--- config.mk ---
export PLATFORM = sky130hd
export DESIGN_NAME = cmsdk_iop_gpio_arbiter
export DESIGN_NICKNAME = d
export VERILOG_FILES = /design/src/rtl/cmsdk_iop_gpio_arbiter.sv
export SDC_FILE = /design/constraint.sdc
export NUM_CORES = 1
export LEC_CHECK = 0
export CORE_MARGIN = 1
export CORE_UTILIZATION = 30
export CTS_CLUSTER_DIAMETER = 30
export DETAILED_ROUTE_END_ITERATION = 16
export GPL_ROUTABILITY_DRIVEN = 1
export HOLD_SLACK_MARGIN = 0.1
export PLACE_DENSITY = 0.76
export SLEW_MARGIN = 20
export SYNTH_ARGS = -nofsm -noshare
export SYNTH_HDL_FRONTEND = slang
export SYNTH_SLANG_ARGS = --single-unit
--- constraint.sdc ---
create_clock -name HCLK -period 1.95 [get_ports HCLK]
set_input_delay 0.39 -clock HCLK [delete_from_list [all_inputs] [get_ports HCLK]]
set_output_delay 0.39 -clock HCLK [all_outputs]
set_load 0.02 [all_outputs]
--- src/rtl/cmsdk_iop_gpio_arbiter.sv ---
// Two-requester arbiter in front of a single IOP slave: one command latched per grant,
// a one-cycle IOSEL/IOTRANS beat, then an ACK with read data to the granted requester.
module cmsdk_iop_gpio_arbiter #(
    parameter int PRIORITY_MODE = 0,
    parameter int AW            = 12
) (
    input  logic          HCLK,
    input  logic          HRESET,

    input  logic          M0_REQ,
    input  logic [AW-1:0] M0_ADDR,
    input  logic          M0_WRITE,
    input  logic [1:0]    M0_SIZE,
    input  logic [31:0]   M0_WDATA,
    output logic          M0_ACK,
    output logic [31:0]   M0_RDATA,

    input  logic          M1_REQ,
    input  logic [AW-1:0] M1_ADDR,
    input  logic          M1_WRITE,
    input  logic [1:0]    M1_SIZE,
    input  logic [31:0]   M1_WDATA,
    output logic          M1_ACK,
    output logic [31:0]   M1_RDATA,

    output logic          IOSEL,
    output logic          IOTRANS,
    output logic [AW-1:0] IOADDR,
    output logic          IOWRITE,
    output logic [1:0]    IOSIZE,
    output logic [31:0]   IOWDATA,
    input  logic [31:0]   IORDATA,

    output logic          BUSY,
    output logic          LAST_GNT
);

    typedef enum logic [1:0] {
        ST_IDLE  = 2'd0,
        ST_ISSUE = 2'd1,
        ST_WAIT  = 2'd2
    } state_t;

    state_t        state, state_nxt;
    logic          do_grant;
    logic          gnt_idx;
    logic          other_req;

    logic          iosel_q;
    logic          busy_q;
    logic          m0_ack_q;
    logic          m1_ack_q;
    logic          last_gnt_q;
    logic [AW-1:0] ioaddr_q;
    logic          iowrite_q;
    logic [1:0]    iosize_q;
    logic [31:0]   iowdata_q;

    // In WAIT the requester being acknowledged is masked; only the other one may be granted.
    assign other_req = last_gnt_q ? M0_REQ : M1_REQ;

    always_comb begin
        do_grant  = 1'b0;
        gnt_idx   = 1'b0;
        state_nxt = state;
        case (state)
            ST_IDLE: begin
                if (M0_REQ || M1_REQ) begin
                    do_grant  = 1'b1;
                    state_nxt = ST_ISSUE;
                    if (M0_REQ && M1_REQ)
                        gnt_idx = (PRIORITY_MODE != 0) ? 1'b0 : ~last_gnt_q;
                    else
                        gnt_idx = M1_REQ;
                end
            end
            ST_ISSUE: begin
                state_nxt = ST_WAIT;
            end
            ST_WAIT: begin
                if (other_req) begin
                    do_grant  = 1'b1;
                    gnt_idx   = ~last_gnt_q;
                    state_nxt = ST_ISSUE;
                end else begin
                    state_nxt = ST_IDLE;
                end
            end
            default: begin
                state_nxt = ST_IDLE;
            end
        endcase
    end

    always_ff @(posedge HCLK) begin
        if (HRESET) begin
            state      <= ST_IDLE;
            iosel_q    <= 1'b0;
            busy_q     <= 1'b0;
            m0_ack_q   <= 1'b0;
            m1_ack_q   <= 1'b0;
            last_gnt_q <= 1'b1;
            ioaddr_q   <= '0;
            iowrite_q  <= 1'b0;
            iosize_q   <= '0;
            iowdata_q  <= '0;
        end else begin
            state    <= state_nxt;
            iosel_q  <= (state_nxt == ST_ISSUE);
            busy_q   <= (state_nxt != ST_IDLE);
            m0_ack_q <= (state == ST_ISSUE) && !last_gnt_q;
            m1_ack_q <= (state == ST_ISSUE) &&  last_gnt_q;
            if (do_grant) begin
                last_gnt_q <= gnt_idx;
                ioaddr_q   <= gnt_idx ? M1_ADDR  : M0_ADDR;
                iowrite_q  <= gnt_idx ? M1_WRITE : M0_WRITE;
                iosize_q   <= gnt_idx ? M1_SIZE  : M0_SIZE;
                iowdata_q  <= gnt_idx ? M1_WDATA : M0_WDATA;
            end
        end
    end

    assign IOSEL    = iosel_q;
    assign IOTRANS  = iosel_q;
    assign IOADDR   = ioaddr_q;
    assign IOWRITE  = iowrite_q;
    assign IOSIZE   = iosize_q;
    assign IOWDATA  = iowdata_q;
    assign BUSY     = busy_q;
    assign LAST_GNT = last_gnt_q;
    assign M0_ACK   = m0_ack_q;
    assign M1_ACK   = m1_ack_q;
    // Slave data arrives in the cycle after the beat, which is exactly the ACK cycle.
    assign M0_RDATA = m0_ack_q ? IORDATA : '0;
    assign M1_RDATA = m1_ack_q ? IORDATA : '0;

endmodule

==> results_dict.tcl, run 1 <==
set metrics [dict create \
    crit_slowest_cell "or4_2" \
    power.static_leakage_nw 2.61 \
    fin_area_um2 5560 \
    place_area_um2 5540 \
    first_iter_violations 50 \
    synth_cell_type_count 21 \
    clock_sinks 54 \
    first_global_vias 2883 \
    clock_path_buffers 2 \
    fp-row-count 35 \
    rsz0062_at_grt "false" \
    routedWlPerCell_um 15.2 \
    fin_ws_ns 0.0349 \
    worst_pin_slew_ns 0.284 \
    numPortBuffers 246 \
    cp.arrival_ns 2.15 \
    clk-insertion-delay-late_ns 0.30 \
    clk_pin_slew_ns 0.09 \
    dieArea_um2 10100 \
    overflow 0 \
    timing.fmax_mhz 522 \
    p_per_area_nw_per_um2 551 \
    synth_area_um2 2900 \
    drt_wl_total_mm 9.43 \
    grt_max_degree 34 \
    ir_drop_mv 0.326 \
    antenna_found_initial 0 \
    post-route-min-period_ns 1.92 \
    outcome "finished, final reports clean" \
    dp_hpwl_mm 7.63 \
    hold_class "reg2reg" \
    antennaDiodeCount 0 \
    fin_skew_ns 0.00553 \
    fp.dieH_um 100 \
    ctsHtreeMaxLevel 2 \
    path_cells "clkdlybuf4s50_1 -> and3b_1 -> or4_2 -> buf_12 -> o2bb2ai_2" \
    syn_area_per_cell_um2 11.4 \
    ys_async_sr_fraction_pct 0 \
    via_count 2783 \
    cp_top_family "simple AND/OR/NAND/NOR gates" \
    max_stage_delay_ns 0.63 \
    synth_flop_cell "dfxtp_1" \
    maxCapViolCount 0 \
    fin_crit_sh_pct 98.2 \
    grt_pass1_wl_mm 14.4 \
    yosysMostFrequentCell "and2_1" \
    crit_type "in2reg" \
    area_growth_pct 91.8 \
    final_hold_viol_count 0 \
    netlist_top_cells_area "dfxtp_1, o2bb2ai_2, mux2i_1" \
    worstPathRequired_ns 2.19 \
    cts_tree "done" \
    setup_violations 0 \
    vias_per_cell 4.47 \
    die_w_um 100 \
    crit_buf_inv 2 \
    ctsHoldBuffers 0 \
    drc 0 \
    place_ws_ns -0.273 \
    ys_ff_latch 54 \
    syn_nets 384 \
    drt_first_pass_iters 2 \
    synthCells 254 \
    yosysTopAreaCellShare_pct 37.3 \
    boundaryPins 247 \
    synth_warnings 0 \
    start_kind "input pin" \
    root_buffer "clkbuf_8" \
    maxSlewViolCount 0 \
    drive_above_1_share_pct 13.6 \
    initial_core_util_pct 31.2 \
    fin_nets 622 \
    yosysTopAreaCell "dfxtp_1" \
    antenna_left 0 \
    yosysSeqAreaShare_pct 37.3 \
    slew_headroom_pct 81.0 \
    synth_top_cells_by_count "and2_1, dfxtp_1, mux2i_1, o2bb2ai_2, buf_2" \
    crit_path_max_fanout 28 \
    worstSetupEndpointType "flop" \
    numCtsBuffers 5 \
    grt_usage_pct 18.4 \
    synth_edf_count 0 \
    gp_congestion 0.814 \
    core_um2 9280 \
]
==> kinds of logic (layout without fill, tap and decap cells) <==
family / after synthesis / in the layout / share of synthesized area, %
DFF: 54 / 54 / 37.3
AOI/OAI and AO/OA: 51 / 51 / 25.2
buffers and inverters: 27 / 266 / 5.31
and+or+nand+nor: 75 / 75 / 15.9
muxes: 47 / 47 / 16.2
==> layout by cell type, fill, tap and decap left out, types with 2 or more instances in the layout <==
master,instances
clkdlybuf4s50_1,182
and2_1,65
dlygate4sd2_1,62
dfxtp_1,54
mux2i_1,47
o2bb2ai_2,47
buf_12,8
clkbuf_8,6
inv_1,4
nand2_1,3
buf_4,2
==> where the power goes <==
group	leakage [nW]	internal, mW	switching [mW]
registers	0.446	1.21	0.0813
logic	2.12	0.629	0.497
clock network	0.0482	0.288	0.354
==> routing by layer <==
layer  up-vias  routed length (um)  track usage [%]  share of wire, %
met1      1256                3560             19.2                38
met5         -                   0                0                 0
met2       140                4900             35.3                52
li1       1379                   -                -                 -
met4         0                  82             4.01              0.87
met3         8                 885             6.13               9.4
==> through the flow <==
stage	total power [mW]	TNS [ns]	hold WS (ns)	utilization, %	instances
floorplan	1.84	0	0.499	-	254
global route	3.21	0	0.489	59.9	622
finish	3.06	0	0.476	59.9	622
global placement	2.46	-11.47	0.460	59.7	614
detailed placement	2.47	-14.06	0.460	59.7	614
CTS	3.10	0	0.479	59.9	622
==> registers in the layout, summed over array words and instances, names as in the netlist <==
register	flops
IOWDATA	32
IOADDR	12
M0_ACK	1
BUSY	1
state	2
IOSEL	1
IOSIZE	2
IOWRITE	1
LAST_GNT	1
M1_ACK	1
==> final timing paths <==
kind                            slack, ns     endpoint      start  depth (start not counted)
worst min register to register       0.48    IOADDR[1]  IOADDR[1]                          1
worst max register to register       0.12  IOWDATA[18]   LAST_GNT                          5
worst max-delay path                 0.03  IOWDATA[18]     M0_REQ                          5
worst min-delay path                 0.48    IOADDR[1]  IOADDR[1]                          1
==> repair_timing <==
item,4_1_cts,5_1_grt
setup endpoints to repair,62,0
setup buffers,0,0
resized for setup,62,0
==> final cells by class <==
| type | instances | area [um2] |
|---|---|---|
| clock buffer | 7 | 86.3 |
| clock inverter | 1 | 5.00 |
| fill | 823 | 3730 |
| inverter | 4 | 15.0 |
| multi-input combinational | 173 | 1670 |
| sequential | 54 | 1080 |
| tap | 129 | 161 |
| timing repair buffer | 254 | 2540 |
Note: power is estimated with default switching activity, not from simulation.
==> inputs of run 2 (changes only) <==
- CORE_UTILIZATION: 30 -> 32
- GPL_ROUTABILITY_DRIVEN: 1 -> 0
- PLACE_DENSITY: 0.76 -> 0.81
==> run 2 against run 1 <==
Net effect:
- total power is 3.0% higher
- core utilization is 3.4 points higher
- die area is 6.1% lower
- worst setup slack improved by 0.0068 ns
- design area is 0.18% lower
- register-to-register slack got worse by 0.02 ns
- worst hold slack lost 0.0032 ns
- clock power is 14% higher
- sequential cell count unchanged
- sequential share of layout area is essentially flat
- critical path depth unchanged
- routed wire length grew 0.45%
==> results_dict.tcl, run 2 (synthesis results as in run 1) <==
set metrics [dict create \
    outcome "finished, final reports clean" \
    ir_drop_mv 0.287 \
    crit_path_start "M0_REQ" \
    worstPathRequired_ns 2.18 \
    most-common-layout-cells "clkdlybuf4s50_1, and2_1, dlygate4sd2_1" \
    multi_input_area_um2 1670 \
    antenna_found_initial 0 \
    numCtsBuffers 5 \
    area_growth_pct 91.4 \
    drc 0 \
    post-route-min-period_ns 1.91 \
    cts_post_setup_buffers_inserted 0 \
    antennaDiodeCount 0 \
    maxSlewViolCount 0 \
    root_buffer "clkbuf_8" \
    p_per_area_nw_per_um2 568 \
    hold_ws_ns 0.473 \
    crit_path_max_fanout 26 \
    drt_first_pass_iters 4 \
    antenna_left 0 \
    fin_crit_sh_pct 97.9 \
    clock_sinks 54 \
    maxCapViolCount 0 \
    via_count 2837 \
    initial_core_util_pct 33.1 \
    setup_violations 0 \
    cp_top_family "simple AND/OR/NAND/NOR gates" \
    layout_commonest_cell "clkdlybuf4s50_1" \
    final-seq-area_um2 1080 \
    fp-row-count 34 \
    final_hold_viol_count 0 \
    start_kind "input pin" \
    fin_nets 624 \
    routedWlPerCell_um 15.7 \
    overflow 0 \
    numPortBuffers 246 \
    place_ws_ns -0.254 \
    fillers 766 \
    fp.dieH_um 97.2 \
    cts_tree "done" \
    clk-insertion-delay-late_ns 0.30 \
    largest_reg_flops 32 \
    grt_pass1_wl_mm 15.0 \
    dp_hpwl_mm 7.62 \
    dieArea_um2 9440 \
    boundaryPins 247 \
    die_w_um 97.2 \
    worst_pin_slew_ns 0.229 \
    min_from "IOWDATA[13]" \
    ctsHtreeMaxLevel 2 \
    grt_usage_pct 19.8 \
    hold_class "reg2reg" \
    cp.arrival_ns 2.14 \
    crit_type "in2reg" \
    fin_ws_ns 0.0416 \
    vias_per_cell 4.70 \
    max_stage_delay_ns 0.63 \
    crit_slowest_cell "or4_2" \
    worstSetupEndpointType "flop" \
    drt_wl_total_mm 9.47 \
    rrSetupSlack_ns 0.10 \
    power.static_leakage_nw 2.62 \
    first_global_vias 2919 \
    clk_pin_slew_ns 0.08 \
    path_cells "clkdlybuf4s50_1 -> and3b_1 -> or4_2 -> buf_12 -> o2bb2ai_2" \
    r2r-start "LAST_GNT" \
    rsz0062_at_grt "false" \
    grt_max_degree 34 \
    fin_skew_ns 0.00946 \
    timing.fmax_mhz 524 \
    crit_buf_inv 2 \
    slew_headroom_pct 84.3 \
    clock_path_buffers 2 \
    core_um2 8760 \
    drive_above_1_share_pct 13.9 \
    first_iter_violations 59 \
]
## run 2: changes by cell type in the layout (fill, tap and decap cells not counted), sizes merged
cell and change:
dlygate4sd2 -1, clkinv -1, bufinv +1, buf +3
## run 2: where the power goes
group,switching (mW),internal [mW]
clock,0.348,0.385
combinational,0.496,0.628
sequential,0.0838,1.21
## run 2: final cells by class
type                            instances  share of cell area, %
Clock buffer                            7                   1.38
Inverter                                4                  0.271
Timing Repair Buffer                  256                   45.8
Tap cell                              108                   2.44
Sequential cell                        54                   19.5
Multi-Input combinational cell        173                   30.1
Clock inverter                          1                  0.541
## run 2: worst paths after layout
check | endpoint | cells after the start
hold / removal | IOWDATA[13] | 1
setup / recovery | IOWDATA[10] | 5
setup reg to reg | IOWDATA[10] | 5
hold reg to reg | IOWDATA[13] | 1
## run 2: metal layers
layer	part of all wire (%)	GRT usage (%)
met1	39	22.0
met2	52	37.2
met3	7.5	5.18
met4	1.5	4.82
met5	0	0
## run 2: what timing repair did
action,CTS,global route
hold buffers,0,0
setup endpoints to repair,61,0
endpoints found under the hold margin,0,0
resized for setup,61,0
## run 2: through the flow
| step | total power [mW] | cell area [um2] | setup TNS, ns | utilization [%] | std cells |
|---|---|---|---|---|---|
| after floorplan | 1.84 | 2900 | 0 | - | 254 |
| after global placement | 2.46 | 5520 | -11.02 | 62.9 | 595 |
| after detailed placement | 2.47 | 5520 | -13.28 | 62.9 | 595 |
| after CTS | 3.18 | 5550 | 0 | 63.3 | 603 |
| after global routing | 3.30 | 5550 | 0 | 63.3 | 603 |
| final | 3.15 | 5550 | 0 | 63.3 | 603 |
==> inputs of run 3 (changes only) <==
- CORE_ASPECT_RATIO: not set -> 1.1
==> run 3 against run 2 <==
Net effect:
- core utilization down 0.24 points
- global-route usage fell by 0.50 points
- largest power group unchanged
- maximum frequency rose by 0.31%
- critical path type unchanged
- sequential share of layout area down 0.070 points
- critical endpoint is now IOWDATA[1]
==> results_dict.tcl, run 3 (synthesis results as in run 1) <==
set metrics [dict create \
    fin_crit_sh_pct 97.6 \
    fp-row-count 36 \
    cts_tree "done" \
    setup_violations 0 \
    slew_headroom_pct 83.0 \
    antennaDiodeCount 0 \
    via_count 2770 \
    overflow 0 \
    largest_reg_flops 32 \
    crit_type "in2reg" \
    ir_drop_mv 0.311 \
    routedWlPerCell_um 15.7 \
    dp_hpwl_mm 7.69 \
    first_global_vias 2715 \
    outcome "finished, final reports clean" \
    grt_pass1_wl_mm 14.1 \
    fin_ws_ns 0.0476 \
    core_um2 8830 \
    grt_usage_pct 19.3 \
    fillers 770 \
    initial_core_util_pct 32.8 \
    min_path_cells 1 \
    maxCapViolCount 0 \
    dieArea_um2 9440 \
    worstPathRequired_ns 2.20 \
    final_hold_viol_count 0 \
    power_mw 3.19 \
    first_iter_violations 62 \
    antenna_left 0 \
    grt_max_degree 34 \
    most-common-layout-cells "clkdlybuf4s50_1, and2_1, dlygate4sd2_1" \
    post-route-min-period_ns 1.90 \
    r2r-start "LAST_GNT" \
    clock_sinks 54 \
    drive_above_1_share_pct 14.0 \
    drt_first_pass_iters 4 \
    r2r_cells 5 \
    rrSetupSlack_ns 0.15 \
    r2r-end "IOWDATA[1]" \
    min_from "IOADDR[7]" \
    clock_path_buffers 2 \
    rsz0062_at_grt "false" \
    cp.arrival_ns 2.15 \
    crit_path_max_fanout 25 \
    drc 0 \
    p_per_area_nw_per_um2 573 \
    maxSlewViolCount 0 \
    hold-path-endpoint "IOADDR[7]" \
    worst_pin_slew_ns 0.247 \
    power.static_leakage_nw 2.63 \
    place_ws_ns -0.261 \
    clk_pin_slew_ns 0.11 \
    vias_per_cell 4.56 \
    ctsHtreeMaxLevel 2 \
    worstSetupEndpointType "flop" \
    fin_nets 623 \
    boundaryPins 247 \
    clk-insertion-delay-late_ns 0.32 \
    hold_class "reg2reg" \
    antenna_found_initial 0 \
    fp.dieH_um 102 \
    drt_wl_total_mm 9.56 \
    start_kind "input pin" \
    timing.fmax_mhz 526 \
    numPortBuffers 246 \
    numCtsBuffers 5 \
    ctsHoldBuffers 0 \
    area_growth_pct 92.1 \
    die_w_um 92.7 \
    root_buffer "clkbuf_8" \
    fin_skew_ns 0.0157 \
    layout_commonest_cell "clkdlybuf4s50_1" \
]
==> run 3: where the power goes <==
| part | internal, mW | leakage [nW] | switching [mW] | total (mW) |
|---|---|---|---|---|
| combinational | 0.630 | 2.12 | 0.500 | 1.13 |
| sequential | 1.21 | 0.446 | 0.0820 | 1.29 |
| clock | 0.385 | 0.0585 | 0.383 | 0.769 |
==> run 3: worst max-delay path: stages <==
cell	delay [ns]
clkdlybuf4s50_1	0.53
and3b_1	0.20
or4_2	0.63
buf_12	0.22
o2bb2ai_2	0.16
==> run 3: layer usage <==
metal  track usage, %  vias up  part of all wire (%)
met1             20.3     1233                    37
met2             37.9      141                    54
li1                 -     1387                     -
met3             4.88        9                   7.9
met5                0        -                     0
met4             5.09        0                   1.2
==> run 3: worst max path at each step <==
stage | cells past startpoint | slack (ns) | startpoint | end
2_1_floorplan | 6 | 0.30 | LAST_GNT | IOADDR[11]
3_3_place_gp | 5 | -0.20 | M0_REQ | IOADDR[9]
3_5_place_dp | 5 | -0.26 | M0_REQ | IOWDATA[1]
4_1_cts | 5 | 0.06 | M0_REQ | IOWDATA[1]
5_1_grt | 5 | 0.01 | M0_REQ | IOSIZE[1]
6_report | 5 | 0.05 | M0_REQ | IOWDATA[1]
==> run 3: through the flow <==
step	std cells	instance area, um2	util [%]	setup TNS, ns	hold WS, ns
global placement	600	5530	62.7	-11.53	0.460
finish	608	5570	63.1	0	0.478
global route	608	5570	63.1	0	0.490
CTS	608	5570	63.1	0	0.481
detailed placement	600	5530	62.7	-13.64	0.457
floorplan	254	2900	-	0	0.499
==> run 3: layout make-up <==
cell class                 instances  area [um2]  area share [%]
tap                              114         143            2.56
inverter                           4        15.0           0.270
sequential                        54        1080            19.4
timing repair buffer             255        2550            45.8
clock inverter                     3        43.8           0.787
clock buffer                       5        68.8            1.24
multi-input combinational        173        1670            30.0
==> run 3: timing repair <==
action / CTS / global route
gates resized for setup: 62 / 0
buffers inserted: 0 / 0
endpoints found under the setup margin: 62 / 0
hold endpoints to repair: 0 / 0
